File: config.mk
export PLATFORM = sky130hd
export DESIGN_NAME = door_access_sequencer_flat
export DESIGN_NICKNAME = d
export VERILOG_FILES = /design/src/rtl/door_access_if.sv /design/src/rtl/door_access_sequencer.sv /design/src/flat_wrapper.sv
export SDC_FILE = /design/constraint.sdc
export NUM_CORES = 1
export LEC_CHECK = 0
export ABC_AREA = 1
export CELL_PAD_IN_SITES_DETAIL_PLACEMENT = 1
export CELL_PAD_IN_SITES_GLOBAL_PLACEMENT = 1
export CORE_ASPECT_RATIO = 1.5
export CORE_UTILIZATION = 44
export CTS_CLUSTER_DIAMETER = 40
export DETAILED_ROUTE_END_ITERATION = 8
export GPL_ROUTABILITY_DRIVEN = 0
export PLACE_DENSITY_LB_ADDON = 0.15
export SYNTH_ARGS = -nofsm -noshare
export SYNTH_HDL_FRONTEND = slang
export SYNTH_SLANG_ARGS = --single-unit
File: constraint.sdc
create_clock -name clk -period 4.9 [get_ports clk]
set_input_delay 1.47 -clock clk [delete_from_list [all_inputs] [get_ports clk]]
set_output_delay 1.47 -clock clk [all_outputs]
set_load 0.05 [all_outputs]
File: src/rtl/door_access_if.sv
// -----------------------------------------------------------------------------
// door_access_if
// Bundles the key/button inputs and the status outputs of the door access
// sequencer so they can be passed as a single port.
//
//   cin1..cin4      keys for digits 1..4, active-low, debounced
//   enter           submit the entered code (rising edge acts)
//   change          request a password change while access is granted
//   comfirm         commit the new password while in change mode
//   reset_password  reload the default password while idle
//   green_LED       access granted
//   red_LED         access denied / locked out
//   green_led2      password-change mode active
//   code_disp       entry buffer, one nibble per digit, to the 7-seg decode
//   entry_cnt       digits captured so far (0..4)
//   fail_cnt        consecutive failed attempts
//   state           FSM state, IDLE=0 .. NEWPW=6
//
// master: the side that drives the keys (testbench / input conditioning)
// slave : the sequencer itself
// -----------------------------------------------------------------------------
`timescale 1ns/1ps
interface door_access_if;
    logic        cin1;
    logic        cin2;
    logic        cin3;
    logic        cin4;
    logic        enter;
    logic        change;
    logic        comfirm;
    logic        reset_password;
    logic        green_LED;
    logic        red_LED;
    logic        green_led2;
    logic [15:0] code_disp;
    logic [2:0]  entry_cnt;
    logic [1:0]  fail_cnt;
    logic [2:0]  state;

    modport master (
        output cin1, cin2, cin3, cin4, enter, change, comfirm, reset_password,
        input  green_LED, red_LED, green_led2, code_disp, entry_cnt, fail_cnt, state
    );

    modport slave (
        input  cin1, cin2, cin3, cin4, enter, change, comfirm, reset_password,
        output green_LED, red_LED, green_led2, code_disp, entry_cnt, fail_cnt, state
    );
endinterface

File: src/rtl/door_access_sequencer.sv
// -----------------------------------------------------------------------------
// door_access_sequencer
// Central FSM of the door security system. Captures 4-digit codes from the
// active-low keys, compares them with the stored password, drives the
// grant/deny LEDs, runs the password-change flow and enforces a timed lockout
// after MAX_FAIL consecutive failures.
//
// Ports:
//   clk    system clock, rising edge
//   reset  asynchronous, active-high; clears all state, loads DEFAULT_PW
//   bus    door_access_if.slave: key/button inputs and status outputs
// -----------------------------------------------------------------------------
`timescale 1ns/1ps
module door_access_sequencer #(
    parameter logic [15:0] DEFAULT_PW   = 16'h1234,
    parameter int          MAX_FAIL     = 3,
    parameter int          GRANT_CYCLES = 20,
    parameter int          DENY_CYCLES  = 10,
    parameter int          LOCK_CYCLES  = 50
) (
    input  logic          clk,
    input  logic          reset,
    door_access_if.slave  bus
);

    typedef enum logic [2:0] {
        IDLE    = 3'd0,
        ENTRY   = 3'd1,
        CHECK   = 3'd2,
        GRANTED = 3'd3,
        DENIED  = 3'd4,
        LOCKOUT = 3'd5,
        NEWPW   = 3'd6
    } state_t;

    localparam logic [7:0] GRANT_T  = 8'(GRANT_CYCLES);
    localparam logic [7:0] DENY_T   = 8'(DENY_CYCLES);
    localparam logic [7:0] LOCK_T   = 8'(LOCK_CYCLES);
    localparam logic [2:0] FAIL_MAX = 3'(MAX_FAIL);

    state_t      state_q, state_d;
    logic [7:0]  timer_q, timer_d;
    logic [1:0]  fail_q, fail_d;
    logic [15:0] pw_q, pw_d;
    logic [15:0] disp_q, disp_d;
    logic [2:0]  cnt_q, cnt_d;
    logic        green_q, red_q, green2_q;

    // Edge detection: previous sampled levels of every edge-sensitive input.
    logic [3:0]  cin_now, cin_prev;
    logic        enter_prev, change_prev, comfirm_prev;
    logic        enter_edge, change_edge, comfirm_edge;
    logic [3:0]  press;
    logic        key_hit;
    logic [3:0]  key_digit;
    logic        capture_ok;

    assign cin_now      = {bus.cin4, bus.cin3, bus.cin2, bus.cin1};
    // A key press is a high-to-low transition; it acts on the same edge that
    // first samples the low level.
    assign press        = cin_prev & ~cin_now;
    assign enter_edge   = bus.enter   & ~enter_prev;
    assign change_edge  = bus.change  & ~change_prev;
    assign comfirm_edge = bus.comfirm & ~comfirm_prev;

    // Only a single key press per cycle is a valid digit; simultaneous presses
    // are ambiguous and dropped.
    always_comb begin
        key_hit   = 1'b0;
        key_digit = 4'd0;
        case (press)
            4'b0001: begin key_hit = 1'b1; key_digit = 4'd1; end
            4'b0010: begin key_hit = 1'b1; key_digit = 4'd2; end
            4'b0100: begin key_hit = 1'b1; key_digit = 4'd3; end
            4'b1000: begin key_hit = 1'b1; key_digit = 4'd4; end
            default: ;
        endcase
    end

    // Once four digits are held the buffer is frozen and the count saturates.
    assign capture_ok = key_hit && (cnt_q < 3'd4);

    always_ff @(posedge clk or posedge reset) begin
        if (reset) begin
            cin_prev     <= 4'hF;
            enter_prev   <= 1'b0;
            change_prev  <= 1'b0;
            comfirm_prev <= 1'b0;
        end else begin
            // NOTE: sequential state always uses non-blocking assignments so
            // every register samples the pre-edge values of its neighbours.
            cin_prev     <= cin_now;
            enter_prev   <= bus.enter;
            change_prev  <= bus.change;
            comfirm_prev <= bus.comfirm;
        end
    end

    always_comb begin
        // NOTE: every output of this block gets a default first; any path that
        // left one unassigned would infer a latch.
        state_d = state_q;
        timer_d = timer_q;
        fail_d  = fail_q;
        pw_d    = pw_q;
        disp_d  = disp_q;
        cnt_d   = cnt_q;

        case (state_q)
            IDLE: begin
                disp_d = '0;
                cnt_d  = '0;
                if (bus.reset_password) begin
                    pw_d = DEFAULT_PW;
                end else if (key_hit) begin
                    disp_d  = {12'h000, key_digit};
                    cnt_d   = 3'd1;
                    state_d = ENTRY;
                end
            end

            ENTRY: begin
                // Short codes are submitted as-is and fail in CHECK.
                if (enter_edge) begin
                    state_d = CHECK;
                end else if (capture_ok) begin
                    disp_d = {disp_q[11:0], key_digit};
                    cnt_d  = cnt_q + 3'd1;
                end
            end

            CHECK: begin
                if (cnt_q == 3'd4 && disp_q == pw_q) begin
                    fail_d  = '0;
                    timer_d = GRANT_T;
                    state_d = GRANTED;
                end else if (({1'b0, fail_q} + 3'd1) == FAIL_MAX) begin
                    fail_d  = fail_q + 2'd1;
                    timer_d = LOCK_T;
                    state_d = LOCKOUT;
                end else begin
                    fail_d  = fail_q + 2'd1;
                    timer_d = DENY_T;
                    state_d = DENIED;
                end
            end

            GRANTED: begin
                // change wins over expiry, even on the final timer cycle.
                if (change_edge) begin
                    disp_d  = '0;
                    cnt_d   = '0;
                    state_d = NEWPW;
                end else if (timer_q == 8'd1) begin
                    disp_d  = '0;
                    cnt_d   = '0;
                    state_d = IDLE;
                end else begin
                    timer_d = timer_q - 8'd1;
                end
            end

            NEWPW: begin
                if (comfirm_edge) begin
                    if (cnt_q == 3'd4) begin
                        pw_d    = disp_q;
                        disp_d  = '0;
                        cnt_d   = '0;
                        state_d = IDLE;
                    end else begin
                        // Incomplete new password: reject without counting it
                        // as a failed access attempt.
                        timer_d = DENY_T;
                        state_d = DENIED;
                    end
                end else if (capture_ok) begin
                    disp_d = {disp_q[11:0], key_digit};
                    cnt_d  = cnt_q + 3'd1;
                end
            end

            DENIED: begin
                if (timer_q == 8'd1) begin
                    disp_d  = '0;
                    cnt_d   = '0;
                    state_d = IDLE;
                end else begin
                    timer_d = timer_q - 8'd1;
                end
            end

            LOCKOUT: begin
                if (timer_q == 8'd1) begin
                    fail_d  = '0;
                    disp_d  = '0;
                    cnt_d   = '0;
                    state_d = IDLE;
                end else begin
                    timer_d = timer_q - 8'd1;
                end
            end

            default: begin
                disp_d  = '0;
                cnt_d   = '0;
                state_d = IDLE;
            end
        endcase
    end

    always_ff @(posedge clk or posedge reset) begin
        if (reset) begin
            state_q  <= IDLE;
            timer_q  <= '0;
            fail_q   <= '0;
            // NOTE: the password register is reset like any other flop so the
            // lock always comes up with a known code.
            pw_q     <= DEFAULT_PW;
            disp_q   <= '0;
            cnt_q    <= '0;
            green_q  <= 1'b0;
            red_q    <= 1'b0;
            green2_q <= 1'b0;
        end else begin
            state_q  <= state_d;
            timer_q  <= timer_d;
            fail_q   <= fail_d;
            pw_q     <= pw_d;
            disp_q   <= disp_d;
            cnt_q    <= cnt_d;
            // LEDs are decoded from the next state so they switch together
            // with the state register.
            green_q  <= (state_d == GRANTED);
            red_q    <= (state_d == DENIED) || (state_d == LOCKOUT);
            green2_q <= (state_d == NEWPW);
        end
    end

    assign bus.state      = state_q;
    assign bus.code_disp  = disp_q;
    assign bus.entry_cnt  = cnt_q;
    assign bus.fail_cnt   = fail_q;
    assign bus.green_LED  = green_q;
    assign bus.red_LED    = red_q;
    assign bus.green_led2 = green2_q;

endmodule

File: src/flat_wrapper.sv
// flat-port wrapper written by rule: the top's interface ports become plain ports
module door_access_sequencer_flat 
#(
    parameter logic [15:0] DEFAULT_PW   = 16'h1234,
    parameter int          MAX_FAIL     = 3,
    parameter int          GRANT_CYCLES = 20,
    parameter int          DENY_CYCLES  = 10,
    parameter int          LOCK_CYCLES  = 50
)
  (clk, reset, bus_cin1, bus_cin2, bus_cin3, bus_cin4, bus_enter, bus_change, bus_comfirm, bus_reset_password, bus_green_LED, bus_red_LED, bus_green_led2, bus_code_disp, bus_entry_cnt, bus_fail_cnt, bus_state);
  door_access_if bus_i ();
  input  logic clk;
  input  logic reset;
  input wire logic [$bits(bus_i.cin1)-1:0] bus_cin1;
  input wire logic [$bits(bus_i.cin2)-1:0] bus_cin2;
  input wire logic [$bits(bus_i.cin3)-1:0] bus_cin3;
  input wire logic [$bits(bus_i.cin4)-1:0] bus_cin4;
  input wire logic [$bits(bus_i.enter)-1:0] bus_enter;
  input wire logic [$bits(bus_i.change)-1:0] bus_change;
  input wire logic [$bits(bus_i.comfirm)-1:0] bus_comfirm;
  input wire logic [$bits(bus_i.reset_password)-1:0] bus_reset_password;
  output wire logic [$bits(bus_i.green_LED)-1:0] bus_green_LED;
  output wire logic [$bits(bus_i.red_LED)-1:0] bus_red_LED;
  output wire logic [$bits(bus_i.green_led2)-1:0] bus_green_led2;
  output wire logic [$bits(bus_i.code_disp)-1:0] bus_code_disp;
  output wire logic [$bits(bus_i.entry_cnt)-1:0] bus_entry_cnt;
  output wire logic [$bits(bus_i.fail_cnt)-1:0] bus_fail_cnt;
  output wire logic [$bits(bus_i.state)-1:0] bus_state;
  assign bus_i.cin1 = bus_cin1;
  assign bus_i.cin2 = bus_cin2;
  assign bus_i.cin3 = bus_cin3;
  assign bus_i.cin4 = bus_cin4;
  assign bus_i.enter = bus_enter;
  assign bus_i.change = bus_change;
  assign bus_i.comfirm = bus_comfirm;
  assign bus_i.reset_password = bus_reset_password;
  assign bus_green_LED = bus_i.green_LED;
  assign bus_red_LED = bus_i.red_LED;
  assign bus_green_led2 = bus_i.green_led2;
  assign bus_code_disp = bus_i.code_disp;
  assign bus_entry_cnt = bus_i.entry_cnt;
  assign bus_fail_cnt = bus_i.fail_cnt;
  assign bus_state = bus_i.state;
  door_access_sequencer #(.DEFAULT_PW(DEFAULT_PW), .MAX_FAIL(MAX_FAIL), .GRANT_CYCLES(GRANT_CYCLES), .DENY_CYCLES(DENY_CYCLES), .LOCK_CYCLES(LOCK_CYCLES)) u_core (.clk(clk), .reset(reset), .bus(bus_i));
endmodule
Word-level counts from Yosys, hierarchy flattened
Cells that the tools add are included.
{"block": "op_classes", "n_addsub": 4, "n_lt_le_gt_ge": 1, "n_eq_ne": 26, "n_mux": 44, "bitwise": 9, "reduce_logical": 13}
{"cell": "16-bit two-way mux", "n": 10}
{"cell": "16-bit case mux with 6 select lines", "n": 1}
{"cell": "3-bit two-way mux", "n": 16}
{"cell": "8-bit two-way mux", "n": 5}
{"cell": "3-bit case mux with 6 select lines", "n": 2}
{"cell": "16-bit case mux with 2 select lines", "n": 1}
{"cell": "8-bit case mux with 4 select lines", "n": 1}
{"cell": "3-bit == test, second input constant", "n": 7}
{"cell": "16-bit == test", "n": 1}
{"cell": "3-bit by 2-bit == test with 1-bit output, second input constant", "n": 4}
{"cell": "3-bit case mux with 4 select lines", "n": 1}
{"cell": "8-bit by 1-bit == test with 1-bit output, second input constant", "n": 1}
{"cell": "2-bit != test, second input constant", "n": 4}
{"cell": "4-bit AND reduction", "n": 2}
{"cell": "8-bit by 1-bit subtractor with 8-bit output, second input constant", "n": 1}
{"cell": "6-bit two-way mux", "n": 1}
{"cell": "2-bit by 1-bit != test with 1-bit output, second input constant", "n": 3}
{"cell": "4-bit bitwise AND", "n": 1}
{"cell": "4-bit by 1-bit == test with 1-bit output, second input constant", "n": 1}
{"cell": "4-bit by 2-bit == test with 1-bit output, second input constant", "n": 1}
{"cell": "4-bit by 3-bit == test with 1-bit output, second input constant", "n": 1}
{"cell": "4-bit == test, second input constant", "n": 1}
{"cell": "2-bit two-way mux", "n": 2}
{"cell": "1-bit inverter", "n": 4}
{"cell": "19 further kinds", "n": 25}
{"block": "totals", "reg_bits": 58, "in_bits": 10, "output_inout_bits": 27, "elab_cells": 110}

Logic depth before layout (Yosys ltp)
Gate-level depths: netlist (run 1).
{"block": "depth", "word_depth": 10, "mapped_depth": 13, "depth_no_buf": 12}

Worst setup path before layout (run 1)
No wires, ideal clock.
{"block": "synth_path", "path_type": "input to register", "startpoint": "input port bus_cin2", "endpoint": "register u_core.disp_q[0] (netlist: u_core.bus.code_disp[0])", "setup_time_ns": 0.120, "arrival_time_ns": 2.515, "required_ns": 4.780, "setup_slack_ns": 2.265, "path_stages": 12, "path_buffers": 1, "cell_sequence": "inv_1 > nand2_1 > nand2_1 > nor2_1 > nor2_1 > nand2_1 > nand3_1 > nand2_2 > nand2_4 > buf_6 > nand2_1 > nand2_1"}
{"block": "synth_between", "elab_chain_cells": 9, "word_cells_on_any_way": 16, "classes_between": "eq/ne: 4; mux: 8; bitwise: 2; reduce/logical: 2"}
{"element": "start: declaration", "line_no": "flat_wrapper.sv:15", "source": "input wire logic [$bits(bus_i.cin2)-1:0] bus_cin2;"}
{"element": "4-bit inverter (*)", "line_no": "door_access_sequencer.sv:61", "source": "assign press = cin_prev & ~cin_now;"}
{"element": "4-bit bitwise AND (*)", "line_no": "door_access_sequencer.sv:61"}
{"element": "4-bit by 1-bit == test with 1-bit output, or another cell as far along", "line_no": "door_access_sequencer.sv:71", "source": "case (press)"}
{"element": "4-bit OR reduction (no source line)"}
{"element": "1-bit two-way mux", "line_no": "door_access_sequencer.sv:71"}
{"element": "1-bit logical AND", "line_no": "door_access_sequencer.sv:81", "source": "assign capture_ok = key_hit && (cnt_q < 3'd4);"}
{"element": "16-bit two-way mux", "line_no": "door_access_sequencer.sv:126, door_access_sequencer.sv:176"}
{"element": "16-bit two-way mux, on equally long branches", "line_no": "door_access_sequencer.sv:164, door_access_sequencer.sv:124"}
{"element": "16-bit case mux with 6 select lines (*)", "line_no": "door_access_sequencer.sv:109", "source": "case (state_q)"}
{"element": "end signal: assignment", "line_no": "door_access_sequencer.sv:229", "source": "disp_q <= disp_d;"}
{"element": "end: declaration", "line_no": "door_access_sequencer.sv:45", "source": "logic [15:0] disp_q, disp_d;"}
Mark *: on every way between the ends. The rest lies on a longest branch, timed or not. The select of a mux whose other input is x is not followed.
A chain may end at the register's enable or synchronous reset.

Final worst setup path (run 1)
{"block": "layout_path", "startpoint": "input port bus_comfirm", "endpoint": "register u_core.pw_q[9]"}
{"block": "layout_between", "elab_chain_cells": 3}
{"element": "start: declaration", "line_no": "flat_wrapper.sv:20", "source": "input wire logic [$bits(bus_i.comfirm)-1:0] bus_comfirm;"}
{"element": "1-bit bitwise AND", "line_no": "door_access_sequencer.sv:64", "source": "assign comfirm_edge = bus.comfirm & ~comfirm_prev;"}
{"element": "2-bit by 1-bit != test with 1-bit output (no source line)"}
{"element": "4-bit AND reduction (no source line)"}
{"element": "end signal: assignment", "line_no": "door_access_sequencer.sv:228", "source": "pw_q <= pw_d;"}
{"element": "end: declaration", "line_no": "door_access_sequencer.sv:44", "source": "logic [15:0] pw_q, pw_d;"}
No other way between the ends.

==> results of run 1 <==
## cells by family (layout without fill, tap and decap cells)
group	Yosys count	in the layout	share of synthesized area
adder cells (fa/ha/maj)	5	5	0.0202
AO/OA/AOI/OAI	38	38	0.0672
XOR/XNOR	6	6	0.0170
AND/OR/NAND/NOR	238	238	0.328
buffers and inverters	74	122	0.0947
flip-flops	58	58	0.473
## through the flow
stage,setup slack (ns),area (µm²),cells,util,power [mW]
after floorplan,2.02,3090,419,-,1.17
after global placement,1.32,3530,530,0.518,1.34
after detailed placement,1.27,3530,530,0.518,1.37
after CTS,1.61,3710,545,0.546,1.81
after global routing,1.42,3710,545,0.546,1.91
final,1.64,3710,545,0.546,1.79
## worst max path at each step
stage | from | endpoint
4_1_cts | bus_comfirm | u_core.pw_q[2]
5_1_grt | bus_comfirm | u_core.pw_q[4]
3_3_place_gp | bus_comfirm | u_core.pw_q[2]
6_report | bus_comfirm | u_core.pw_q[9]
2_1_floorplan | reset | u_core.bus.code_disp[0]
3_5_place_dp | bus_comfirm | u_core.pw_q[12]
## registers in the layout (all words and copies together), names as in the netlist
name / count
u_core.bus.entry_cnt: 3
u_core.bus.code_disp: 16
u_core.bus.red_LED: 1
u_core.bus.green_LED: 1
u_core.change_prev: 1
u_core.enter_prev: 1
u_core.pw_q: 16
u_core.bus.state: 3
u_core.bus.fail_cnt: 2
u_core.comfirm_prev: 1
u_core.timer_q: 8
u_core.cin_prev: 4
u_core.bus.green_led2: 1
## layer usage
metal	vias to the layer above	routed length, µm	part of all wire	track usage
met5	-	0	0	0
met4	0	180	0.023	0.104
met3	16	229	0.029	0.0473
met2	41	4210	0.53	0.410
met1	1322	3300	0.42	0.279
li1	1368	-	-	-
## tightest hold or removal path, cell delays in order (launching register included)
cell and delay, ns:
dfrtp_1 0.37, nand2_1 0.06, o21ai_0 0.06
## synth_stat cells
cell type	instances	share of area
a21oi_1	16	0.026
or2_2	2	0.0040
nor3_1	3	0.0049
dfrtp_1	49	0.40
ha_1	5	0.020
nand2_2	4	0.0081
clkbuf_1	1	0.0012
nor2_4	2	0.0073
o22ai_1	6	0.012
nor2_1	50	0.061
buf_6	1	0.0036
a22oi_1	1	0.0024
nand3_1	23	0.037
nand4_1	3	0.0061
nand3b_1	2	0.0049
xnor2_1	4	0.011
xor2_1	2	0.0057
inv_1	66	0.080
buf_4	2	0.0049
nand3_2	2	0.0065
nand2_1	142	0.17
nor2_2	2	0.0040
o21bai_1	1	0.0024
nand2_4	1	0.0036
inv_2	4	0.0049
o21ai_1	2	0.0032
a21o_1	1	0.0024
nand3b_4	1	0.0065
or2_1	1	0.0020
o31ai_1	1	0.0024
dfstp_2	9	0.076
o21ai_0	10	0.016
## final cells by class
cell class	count	area, µm²	area share
well taps	78	97.6	0.0263
repair buffers	37	368	0.0991
clock buffers	12	145	0.0391
flip-flops and latches	58	1460	0.394
inverters	70	263	0.0708
multi-input cells	287	1340	0.360
clock inverters	3	40.0	0.0108
## report_power, final
group / internal (mW) / leakage (nW) / switching [mW] / total [mW]
sequential: 0.550 / 0.750 / 0.0762 / 0.627
combinational: 0.233 / 1.08 / 0.493 / 0.726
clock: 0.244 / 0.0962 / 0.189 / 0.433
==> metrics, run 1 <==
outcome finished, final reports clean; setup TNS 0 ns; H-tree levels 3; most frequent cells in the layout nand2_1, inv_1, nor2_1, dfrtp_1, clkdlybuf4s50_1; Worst-Margin Slew 0.777 ns; DPL Wire Length 5850 µm; Die X 70.5 µm; I/O Pins 37; port bufs 36; worst path cell trace clkdlybuf4s50_1, inv_1, nor3_1, inv_1, nor2_1, inv_2, nand2_2, nor2_1, a21oi_1; vias in the first global route 2922; post-route ant nets 0; Seq/Total Area, Yosys 0.473; 1st-pass router iterations 4; core box area 0.00681 mm²; CP Class in -> reg; critical path depth in cells 9; DIE AREA 0.00738 mm²; Reg clk slew, reported paths 0.06 ns; layout cells sized above 1 0.0899; worst hold stages 2; Rel. slew slack 0.480; syn avg cell area 7.38 µm²; Worst R2R End u_core.pw_q[9]; minimum clock period 3.26 ns; DRT iter0 DRCs 57; Crit path max-delay family simple AND/OR/NAND/NOR gates; die height 105 µm; crit-path max FO 13; crit path DAT 3.53 ns; area growth from synthesis to layout 20.1%; #FFs+latches synth 58; number of max-cap violations 0; reg-to-reg critical path startpoint u_core.bus.entry_cnt[0]; area of the mapped netlist 0.00309 mm²; Fin Clk Skew 0.0122 ns; Critical Path Start Type input port; final setup vio count 0; DRC 0; flop-to-flop setup slack 2.48 ns; post-detailed-routing wire length 7920 µm; gr ovfl total 0; WL per Instance 14.5 µm; Lkg Pwr 1.92 nW; Final nets 478; CTS max path bufs 2; Filler Cell Count 871; Warnings, synthesis 0; Fin Hold WS 0.520 ns; Crit path largest cell delay 0.59 ns; Max Slew Vio Count 0; synth unique cells 32; Sink Count 58; Post-CTS Setup Repair Bufs 0; GRT Overall Usage 0.237; CP Data Required Time 5.17 ns; hold buffers post-CTS 0; # rows 37; TritonCTS Buffers 9; most common cell after layout, fill and taps aside nand2_1; achievable frequency 307 MHz; Power Density 481 mW/mm²; peak supply drop 0.285 mV; crit path capture type register; first-pass GRT wire length 13500 µm; slowest stage cell, crit path nor2_1; Diodes inserted 0; Initial Util 0.454; vias 2747; Post-Syn Instances 419; hold path endpoint u_core.bus.fail_cnt[1]; syn nets 434; clk root buf clkbuf_8; hold path start u_core.bus.fail_cnt[1]; RSZ-0062 raised after global routing false; CTS resizes 0; clock latency on the worst-skew pair 0.35 ns; number of antenna violations at the first check in global routing 0; largest net degree at the start of global routing 40; Reg2Reg Depth 10; crit path buf inv count 4; Worst Hold Class reg -> reg; final hold violation count 0; fin crit share 0.665; CTS tree built; Via density 5.04
Note: power is estimated with default switching activity, not from simulation.
==> run 2, diff against run 1 <==
Settings changed: CORE_UTILIZATION 44 to 41.
Clock period 4.9 ns to 3.2 ns, I/O delays scaled along.
==> metrics, run 2 (synthesis gave the netlist of run 1 again) <==
outcome finished, final reports clean; 1st-pass router iterations 4 (unchanged); post-detailed-routing wire length 7950 µm (+0.44%); CP Launch Point u_core.bus.state[0]; achievable frequency 373 MHz; WL met1 3230 µm (-1.9%); GRT Overall Usage 0.227 (-0.00959); vias in the first global route 2896 (-0.89%); minimum clock period 2.68 ns; crit path capture type output port; Die X 72.9 µm (+3.5%); Power Density 719 mW/mm² (+50%); area growth from synthesis to layout 21.2%; clk root buf clkbuf_8; DPL Wire Length 5890 µm (+0.73%); Lkg Pwr 1.93 nW (+0.37%); Critical Path Start Type register; WL per Instance 14.0 µm (-3.8%); fin crit share 0.839; DRT iter0 DRCs 138 (+140%); Crit path largest cell delay 0.86 ns (+0.27 ns); Diodes inserted 0 (unchanged); crit-path max FO 7 (-6); placed insts 553 (+4.3%); Layout Cells excl Fill 569 (+4.4%); largest net degree at the start of global routing 59 (+48%); Worst Hold Class reg -> reg; reg-to-reg critical path startpoint u_core.bus.entry_cnt[0]; Reg clk slew, reported paths 0.06 ns (about the same); number of max-cap violations 0 (unchanged); CP Class reg -> out; clock latency on the worst-skew pair 0.35 ns (about the same); first-pass GRT wire length 13300 µm (-1.8%); most common cell after layout, fill and taps aside nand2_1; setup TNS 0 ns (unchanged); Initial Util 0.425 (-0.0293); TritonCTS Buffers 9 (unchanged); CTS max path bufs 2 (unchanged); CTS resizes 0 (unchanged); most frequent cells in the layout nand2_1, inv_1, nor2_1, dfrtp_1, clkdlybuf4s50_1; port bufs 36 (unchanged); worst path cell trace clkdlybuf4s50_1; metal3 WL 183 µm (-20%); hold path start u_core.pw_q[2]; CP Data Required Time 2.24 ns (-2.93 ns); Worst-Margin Slew 0.505 ns (-0.272 ns); gr ovfl total 0 (unchanged); Max Slew Vio Count 0 (unchanged); Post-CTS Setup Repair Bufs 0 (unchanged); met2 wire length 4370 µm (+3.8%); Via density 4.90 (-2.9%); DIE AREA 0.00790 mm² (+7.1%); DR top layer met4; die height 108 µm (+3.5%); H-tree levels 3 (unchanged); Crit path max-delay family buffers and inverters; crit path DAT 1.72 ns (-1.81 ns); post-route ant nets 0 (unchanged); RSZ-0062 raised after global routing false; crit path buf inv count 1 (-3); total power 2.70 mW (+51%); Final nets 479 (+0.21%); layout cells sized above 1 0.0938 (+0.00388); DRC 0 (unchanged); final setup vio count 0 (unchanged); Rel. slew slack 0.662 (+0.182); final hold violation count 0 (unchanged); Sink Count 58 (unchanged); core box area 0.00727 mm² (+6.9%); vias 2786 (+1.4%); I/O Pins 37 (unchanged); peak supply drop 0.296 mV (+3.9%); Fin Clk Skew 0.0143 ns (+0.00214 ns); number of antenna violations at the first check in global routing 0 (unchanged); # rows 38 (+2.7%); hold buffers post-CTS 0 (unchanged); CTS tree built; slowest stage cell, crit path clkdlybuf4s50_1
## run 2: layout make-up
class / count / area (µm²)
timing repair buffer: 38 / 388
inverter: 70 / 263
clock inverter: 3 / 15.0
sequential: 58 / 1460
tap: 100 / 125
multi-input combinational: 287 / 1340
clock buffer: 13 / 159
fill: 947 / 3520
## run 2: path summary, 6_finish.rpt
kind	end	slack, ns	cells past startpoint
max	bus_state[0]	0.52	1
min	u_core.pw_q[2]	0.51	2
min in group asynchronous	u_core.timer_q[3]	1.00	3
max in group asynchronous	u_core.pw_q[2]	1.89	3
max reg2reg	u_core.pw_q[4]	1.24	10
min reg2reg	u_core.pw_q[2]	0.51	2
## run 2: metal layers
metal	track usage	vias up
met3	0.0382	14
li1	-	1373
met4	0.102	0
met1	0.245	1366
met5	0	-
met2	0.425	33
## run 2: power by group
part	switching [mW]	internal [mW]	total (mW)
sequential	0.115	0.843	0.958
combinational	0.771	0.360	1.13
clock	0.288	0.320	0.607
## run 2: per-stage QoR
step                area, µm²  hold WS (ns)   util  setup slack [ns]
global placement         3580         0.494  0.492             0.478
global route             3750         0.540  0.515             0.452
CTS                      3750         0.524  0.515             0.494
detailed placement       3580         0.509  0.492             0.414
finish                   3750         0.514  0.515             0.517
floorplan                3090         0.481      -             0.827
